[src/rtl/seg7_scan_ctrl_if.sv]
// Avalon-MM register bus between the host and the 7-segment scan controller.
interface seg7_scan_ctrl_if;
    logic [3:0]  address;
    logic        write;
    logic [31:0] writedata;
    logic        read;
    logic [31:0] readdata;

    modport master (
        output address,
        output write,
        output writedata,
        output read,
        input  readdata
    );

    modport slave (
        input  address,
        input  write,
        input  writedata,
        input  read,
        output readdata
    );
endinterface

[src/rtl/seg7_scan_ctrl.sv]
// Multiplexed N-digit 7-segment scanner with M debounced push-buttons and edge capture.
// Define SEG7_SCAN_IRQ_EN to add the irq output and the IRQMASK register at address 5.
module seg7_scan_ctrl #(
    parameter int unsigned N_DIGITS        = 6,
    parameter int unsigned N_BUTTONS       = 4,
    parameter int unsigned SCAN_DIV        = 50000,
    parameter int unsigned BLANK_CYCLES    = 500,
    parameter int unsigned DEBOUNCE_CYCLES = 1000000
) (
    input  logic                 clk,
    input  logic                 reset_n,
    seg7_scan_ctrl_if.slave      avs,
    output logic [7:0]           selseg,
    output logic [N_DIGITS-1:0]  nseldig,
    input  logic [N_BUTTONS-1:0] nbutton,
    output logic [N_BUTTONS-1:0] ledbutton
`ifdef SEG7_SCAN_IRQ_EN
    ,
    output logic                 irq
`endif
);

    localparam int unsigned IDX_W = (N_DIGITS > 1) ? $clog2(N_DIGITS) : 1;
    localparam int unsigned PRE_W = $clog2(SCAN_DIV);
    localparam int unsigned DEB_W = $clog2(DEBOUNCE_CYCLES + 1);

    function automatic logic [6:0] hex2seg(input logic [3:0] v);
        logic [6:0] s;
        case (v)
            4'h0: s = 7'h3F;
            4'h1: s = 7'h06;
            4'h2: s = 7'h5B;
            4'h3: s = 7'h4F;
            4'h4: s = 7'h66;
            4'h5: s = 7'h6D;
            4'h6: s = 7'h7D;
            4'h7: s = 7'h07;
            4'h8: s = 7'h7F;
            4'h9: s = 7'h6F;
            4'hA: s = 7'h77;
            4'hB: s = 7'h7C;
            4'hC: s = 7'h39;
            4'hD: s = 7'h5E;
            4'hE: s = 7'h79;
            default: s = 7'h71;
        endcase
        return s;
    endfunction

    logic                  enable_q, raw_mode_q;
    logic [4*N_DIGITS-1:0] hex_q;
    logic [N_DIGITS-1:0]   dp_q;
    logic [7:0]            raw_q [N_DIGITS];
    logic [N_BUTTONS-1:0]  edge_q, edge_d;
    logic [PRE_W-1:0]      prescaler_q, prescaler_d;
    logic [IDX_W-1:0]      index_q, index_d;
    logic [7:0]            selseg_q, selseg_d;
    logic [N_DIGITS-1:0]   nseldig_q, nseldig_d;
    logic [31:0]           readdata_q, readdata_d;
    logic [N_BUTTONS-1:0]  sync1_q, sync2_q;
    logic [N_BUTTONS-1:0]  deb_q, deb_d;
    logic [DEB_W-1:0]      cnt_q [N_BUTTONS];
    logic [DEB_W-1:0]      cnt_d [N_BUTTONS];
`ifdef SEG7_SCAN_IRQ_EN
    logic [N_BUTTONS-1:0]  irqmask_q;
    logic                  irq_q;
`endif

    logic wr_ctrl, wr_hex, wr_dp, wr_edge, wr_raw, raw_addr_ok;
    logic unused_wdata;

    assign unused_wdata = ^avs.writedata;
    assign raw_addr_ok  = avs.address[3] && (32'(avs.address[2:0]) < N_DIGITS);
    assign wr_ctrl      = avs.write && (avs.address == 4'd0);
    assign wr_hex       = avs.write && (avs.address == 4'd1);
    assign wr_dp        = avs.write && (avs.address == 4'd2);
    assign wr_edge      = avs.write && (avs.address == 4'd4);
    assign wr_raw       = avs.write && raw_addr_ok;

    // Scan timing and the next segment/digit drive; blanking hides ghosting on digit change.
    always_comb begin
        logic [3:0] nib;
        logic       blank;
        prescaler_d = prescaler_q + PRE_W'(1);
        index_d     = index_q;
        if (prescaler_q == PRE_W'(SCAN_DIV - 1)) begin
            prescaler_d = '0;
            index_d     = (index_q == IDX_W'(N_DIGITS - 1)) ? '0 : index_q + IDX_W'(1);
        end
        blank     = !enable_q || (prescaler_q < PRE_W'(BLANK_CYCLES));
        nib       = hex_q[{index_q, 2'b00} +: 4];
        selseg_d  = raw_mode_q ? raw_q[index_q] : {dp_q[index_q], hex2seg(nib)};
        nseldig_d = ~(N_DIGITS'(1) << index_q);
        if (blank) begin
            selseg_d  = '0;
            nseldig_d = '1;
        end
    end

    // Per-button debounce counter and edge capture; a same-cycle set beats the clear.
    always_comb begin
        logic [N_BUTTONS-1:0] pressed;
        deb_d   = deb_q;
        cnt_d   = cnt_q;
        pressed = ~sync2_q;
        for (int unsigned j = 0; j < N_BUTTONS; j++) begin
            if (pressed[j] == deb_q[j]) begin
                cnt_d[j] = '0;
            end else if (cnt_q[j] == DEB_W'(DEBOUNCE_CYCLES - 1)) begin
                deb_d[j] = pressed[j];
                cnt_d[j] = '0;
            end else begin
                cnt_d[j] = cnt_q[j] + DEB_W'(1);
            end
        end
        edge_d = (edge_q & ~(wr_edge ? avs.writedata[N_BUTTONS-1:0] : '0)) | (deb_d & ~deb_q);
    end

    always_comb begin
        readdata_d = '0;
        case (avs.address)
            4'd0: readdata_d = {30'b0, raw_mode_q, enable_q};
            4'd1: readdata_d = 32'(hex_q);
            4'd2: readdata_d = 32'(dp_q);
            4'd3: readdata_d = 32'(deb_q);
            4'd4: readdata_d = 32'(edge_q);
`ifdef SEG7_SCAN_IRQ_EN
            4'd5: readdata_d = 32'(irqmask_q);
`endif
            default: begin
                if (raw_addr_ok) readdata_d = {24'b0, raw_q[avs.address[2:0]]};
            end
        endcase
        if (!avs.read) readdata_d = '0;
    end

    always_ff @(posedge clk or negedge reset_n) begin
        if (!reset_n) begin
            enable_q    <= 1'b1;
            raw_mode_q  <= 1'b0;
            hex_q       <= '0;
            dp_q        <= '0;
            for (int unsigned i = 0; i < N_DIGITS; i++) raw_q[i] <= '0;
            edge_q      <= '0;
            prescaler_q <= '0;
            index_q     <= '0;
            selseg_q    <= '0;
            nseldig_q   <= '1;
            readdata_q  <= '0;
            sync1_q     <= '1;
            sync2_q     <= '1;
            deb_q       <= '0;
            for (int unsigned j = 0; j < N_BUTTONS; j++) cnt_q[j] <= '0;
`ifdef SEG7_SCAN_IRQ_EN
            irqmask_q   <= '0;
            irq_q       <= 1'b0;
`endif
        end else begin
            if (wr_ctrl) begin
                enable_q   <= avs.writedata[0];
                raw_mode_q <= avs.writedata[1];
            end
            if (wr_hex) hex_q <= avs.writedata[4*N_DIGITS-1:0];
            if (wr_dp)  dp_q  <= avs.writedata[N_DIGITS-1:0];
            for (int unsigned i = 0; i < N_DIGITS; i++) begin
                if (wr_raw && (avs.address[2:0] == 3'(i))) raw_q[i] <= avs.writedata[7:0];
            end
            edge_q      <= edge_d;
            prescaler_q <= prescaler_d;
            index_q     <= index_d;
            selseg_q    <= selseg_d;
            nseldig_q   <= nseldig_d;
            readdata_q  <= readdata_d;
            sync1_q     <= nbutton;
            sync2_q     <= sync1_q;
            deb_q       <= deb_d;
            cnt_q       <= cnt_d;
`ifdef SEG7_SCAN_IRQ_EN
            if (avs.write && (avs.address == 4'd5)) irqmask_q <= avs.writedata[N_BUTTONS-1:0];
            irq_q <= |(edge_q & irqmask_q);
`endif
        end
    end

    assign selseg       = selseg_q;
    assign nseldig      = nseldig_q;
    assign ledbutton    = deb_q;
    assign avs.readdata = readdata_q;
`ifdef SEG7_SCAN_IRQ_EN
    assign irq          = irq_q;
`endif

endmodule

[src/flat_wrapper.sv]
// flat-port wrapper written by rule: the top's interface ports become plain ports
module seg7_scan_ctrl_flat 
#(
    parameter int unsigned N_DIGITS        = 6,
    parameter int unsigned N_BUTTONS       = 4,
    parameter int unsigned SCAN_DIV        = 50000,
    parameter int unsigned BLANK_CYCLES    = 500,
    parameter int unsigned DEBOUNCE_CYCLES = 1000000
)
  (clk, reset_n, selseg, nseldig, nbutton, ledbutton, avs_address, avs_write, avs_writedata, avs_read, avs_readdata);
  seg7_scan_ctrl_if avs_i ();
  input  logic clk;
  input  logic reset_n;
  output logic [7:0] selseg;
  output logic [N_DIGITS-1:0] nseldig;
  input  logic [N_BUTTONS-1:0] nbutton;
  output logic [N_BUTTONS-1:0] ledbutton;
  input wire logic [$bits(avs_i.address)-1:0] avs_address;
  input wire logic [$bits(avs_i.write)-1:0] avs_write;
  input wire logic [$bits(avs_i.writedata)-1:0] avs_writedata;
  input wire logic [$bits(avs_i.read)-1:0] avs_read;
  output wire logic [$bits(avs_i.readdata)-1:0] avs_readdata;
  assign avs_i.address = avs_address;
  assign avs_i.write = avs_write;
  assign avs_i.writedata = avs_writedata;
  assign avs_i.read = avs_read;
  assign avs_readdata = avs_i.readdata;
  seg7_scan_ctrl #(.N_DIGITS(N_DIGITS), .N_BUTTONS(N_BUTTONS), .SCAN_DIV(SCAN_DIV), .BLANK_CYCLES(BLANK_CYCLES), .DEBOUNCE_CYCLES(DEBOUNCE_CYCLES)) u_core (.clk(clk), .reset_n(reset_n), .avs(avs_i), .selseg(selseg), .nseldig(nseldig), .nbutton(nbutton), .ledbutton(ledbutton));
endmodule
[config.mk]
export PLATFORM = sky130hd
export DESIGN_NAME = seg7_scan_ctrl_flat
export DESIGN_NICKNAME = d
export VERILOG_FILES = /design/src/rtl/seg7_scan_ctrl_if.sv /design/src/rtl/seg7_scan_ctrl.sv /design/src/flat_wrapper.sv
export SDC_FILE = /design/constraint.sdc
export NUM_CORES = 1
export LEC_CHECK = 0
export CAP_MARGIN = 20
export CORE_ASPECT_RATIO = 0.8
export CORE_UTILIZATION = 55
export DETAILED_ROUTE_END_ITERATION = 16
export PLACE_DENSITY = 0.76
export SLEW_MARGIN = 0
export SYNTH_ARGS = -nofsm -noshare
export SYNTH_HDL_FRONTEND = slang
export SYNTH_SLANG_ARGS = --single-unit
export TNS_END_PERCENT = 10
[constraint.sdc]
create_clock -name clk -period 2.95 [get_ports clk]
set_input_delay 0.885 -clock clk [delete_from_list [all_inputs] [get_ports clk]]
set_output_delay 0.885 -clock clk [all_outputs]
set_load 0.005 [all_outputs]
==> results of run 1 <==
## routing by layer
metal	vias to the layer above	routed length, um	track usage
met3	39	1344	0.03624
met5	-	0	0
met2	205	11140	0.3872
met1	3847	10990	0.3370
met4	0	551	0.06104
li1	3623	-	-
## layout make-up
cell class | count | area [um2]
clock buffers | 30 | 674.4
clock inverters | 14 | 153.9
repair buffers | 110 | 1069
flip-flops and latches | 233 | 5849
multi-input cells | 687 | 5052
well taps | 264 | 330.3
inverters | 21 | 78.83
fillers | 1530 | 6706
## worst max-delay path by stage
| stage | slack (ps) | start | to | cells after the start |
|---|---|---|---|---|
| floorplan | 480 | u_core.index_q[1] | u_core.selseg[0] | 10 |
| global placement | 240 | avs_address[3] | u_core.raw_q[11] | 5 |
| detailed placement | 220 | avs_address[3] | u_core.raw_q[11] | 5 |
| global route | 60 | u_core.index_q[1] | u_core.selseg[6] | 7 |
| finish | 290 | u_core.index_q[1] | u_core.selseg[6] | 7 |
| CTS | 350 | u_core.index_q[1] | u_core.selseg[6] | 7 |
## Yosys cell counts, types with 13 or more instances
library cell / number / area [um2]
sky130_fd_sc_hd__nor2b_1: 14 / 87.58
sky130_fd_sc_hd__buf_2: 18 / 90.09
sky130_fd_sc_hd__and2_1: 24 / 150.1
sky130_fd_sc_hd__mux2i_1: 24 / 240.2
sky130_fd_sc_hd__buf_4: 14 / 105.1
sky130_fd_sc_hd__a21oi_1: 15 / 75.07
sky130_fd_sc_hd__nand4_1: 20 / 125.1
sky130_fd_sc_hd__nand2_1: 56 / 210.2
sky130_fd_sc_hd__ha_1: 13 / 162.7
sky130_fd_sc_hd__dfrtp_1: 218 / 5455
sky130_fd_sc_hd__inv_1: 19 / 71.32
sky130_fd_sc_hd__mux2_2: 89 / 1002
sky130_fd_sc_hd__nand3_1: 42 / 210.2
sky130_fd_sc_hd__mux4_2: 17 / 382.9
sky130_fd_sc_hd__o21ai_0: 18 / 90.09
sky130_fd_sc_hd__dfstp_2: 15 / 394.1
sky130_fd_sc_hd__nor2_1: 122 / 457.9
sky130_fd_sc_hd__xnor2_1: 46 / 402.9
sky130_fd_sc_hd__xor2_1: 42 / 367.9
sky130_fd_sc_hd__and3_1: 16 / 100.1
sky130_fd_sc_hd__nor3_1: 22 / 110.1
## logic make-up after synthesis
| logic type | after synthesis | synth area share |
|---|---|---|
| simple gates | 365 | 0.1645 |
| flops | 233 | 0.5212 |
| mux | 133 | 0.1482 |
| xor+xnor | 88 | 0.06868 |
| compound gates | 80 | 0.05118 |
| buf+inv | 68 | 0.03144 |
| fa+ha+maj | 13 | 0.01449 |
| other cells | 1 | 0.0003342 |
## registers in the layout, summed over array words and instances (netlist names), 6 cells and up
register	flops
u_core.cnt_q	80
u_core.prescaler_q	16
u_core.nseldig	6
u_core.hex_q	24
u_core.avs.readdata	24
u_core.selseg	8
u_core.dp_q	6
u_core.raw_q	48
## through the flow
stage | util | instance area, um2 | instances | setup WS [ps]
5_1_grt | 0.6632 | 13210 | 1359 | 59.06
2_1_floorplan | - | 11250 | 988 | 484.5
6_report | 0.6632 | 13210 | 1359 | 286.0
3_3_place_gp | 0.6216 | 12380 | 1315 | 238.7
3_5_place_dp | 0.6216 | 12380 | 1315 | 223.9
4_1_cts | 0.6632 | 13210 | 1359 | 352.1
## power by group
part | internal [mW] | switching (mW) | total (mW)
logic | 0.543 | 0.466 | 1.01
clock network | 1.89 | 1.25 | 3.14
registers | 3.49 | 0.244 | 3.73
## worst max-delay path: stages (launching register included)
cell and delay [ps]:
sky130_fd_sc_hd__dfrtp_1 700, sky130_fd_sc_hd__nor2b_1 280, sky130_fd_sc_hd__o2bb2ai_1 200, sky130_fd_sc_hd__a211oi_1 310
sky130_fd_sc_hd__inv_1 170, sky130_fd_sc_hd__ha_1 220, sky130_fd_sc_hd__mux2_2 270, sky130_fd_sc_hd__a2111oi_2 370
==> impl_metrics.tcl, run 1 <==
set metrics [dict create \
    seq_total_area_yosys 0.5212 \
    diodes 0 \
    post_cts_resize_count 0 \
    timing.clock.skew_ps 8.481 \
    critPathArrivalTime_ps 3040 \
    netlist_area_before_placement_um2 11220 \
    grt_overflow 0 \
    number_of_global_route_vias_before_repair 7584 \
    vias_per_cell 5.676 \
    cts.sink_count 233 \
    hold_violations 0 \
    clock_path_buffers 3 \
    routed_wl_um 24020 \
    track_usage 0.2376 \
    max-vdd-ir-drop_mv 0.4352 \
    total_number_of_nets_in_the_final_design 1134 \
    grt_antenna_before_repair 0 \
    dp.final_hpwl_um 16360 \
    cts.reportedPaths.clkPinSlew_ps 60 \
    min-delay-path-class "primary input to asynchronous set/reset pin" \
    grt_first_pass_wirelength_um 39500 \
    drtPass1Iterations 5 \
    final.period_utilization 0.9030 \
    detailedRoute.firstIterationViolations 572 \
    core_region_area_um2 19910 \
    ant_nets 0 \
    critPathKind "register to register" \
    async_flop_share 1.000 \
    total_leakage_power_nw 5.633 \
    floorplan.initialDensity 0.5635 \
    grt_max_degree 79 \
    hold_buffers 0 \
    proportion_of_layout_cells_with_a_drive_suffix_above_1 0.1991 \
    die_height_um 129.8 \
    die_area_um2 20980 \
    cts_post_setup_buffers_inserted 0 \
    crit_path_max_fanout 12 \
    yosys_register_bits 233 \
    run_status "complete, no violations" \
    routed_wl_per_cell_um 17.68 \
    areaGrowthSynthToFinish_pct 17.69 \
    tightestPinTransition_ps 783.9 \
    max-slew-margin-rel 0.4726 \
    die_w_um 161.7 \
    syn_area_per_cell_um2 11.44 \
    cp-start-kind "register" \
    floorplan.rows 46 \
    maxCapViolations 0 \
    cts_tree "done" \
    insertion_delay_ps 520 \
    setup.reg_to_reg.worst_slack_ps 290 \
    place.gp.congestion 0.8876 \
    mostFrequentLayoutCells "sky130_fd_sc_hd__dfrtp_1 (218), sky130_fd_sc_hd__nor2_1 (122), sky130_fd_sc_hd__mux2_2 (89)" \
    worst_r2r_path_depth 7 \
    fmaxAchievable_mhz 375.4 \
    finalWorstPathRequiredPeriod_ps 2664 \
    cp_data_required_time_ps 3330 \
    power.total_mw 7.885 \
    ctsHtreeMaxLevel 1 \
    cts-root-buf "sky130_fd_sc_hd__clkbuf_16" \
    hold_ws_ps 223.9 \
    synth_flop_cell "sky130_fd_sc_hd__dfrtp_1" \
    finalMaxSlewViolations 0 \
    layout_commonest_cell "sky130_fd_sc_hd__dfrtp_1" \
    synth_edf_count 0 \
    synth.distinct_cells 66 \
    regToRegEndpoint "u_core.selseg[6]" \
    critPathCaptureType "register" \
    syn_inst 981 \
    io_pins 94 \
    finalSetupViolations 0 \
    timing.setup.tns_ps 0 \
    pwr_density_cell_nw_per_um2 597.0 \
    numCtsBuffers 24 \
    portBuffers 77 \
    detail_route.drc_violations 0 \
    worstReg2RegStart "u_core.index_q[1]" \
    rsz_0062_raised_after_global_routing "no" \
    via_count 7714 \
    synth.yosys.warnings 0 \
]
Power figures use the tool's default switching activity.
==> run 2, diff against run 1 <==
--- a/config.mk
+++ b/config.mk
@@ -8,6 +8,7 @@
 export CAP_MARGIN = 20
 export CORE_ASPECT_RATIO = 0.8
 export CORE_UTILIZATION = 55
+export CTS_CLUSTER_SIZE = 40
 export DETAILED_ROUTE_END_ITERATION = 16
 export PLACE_DENSITY = 0.76
 export SLEW_MARGIN = 0
==> results of run 2 <==
Same layout as run 1: the final DEF is identical, and so are final timing and power.
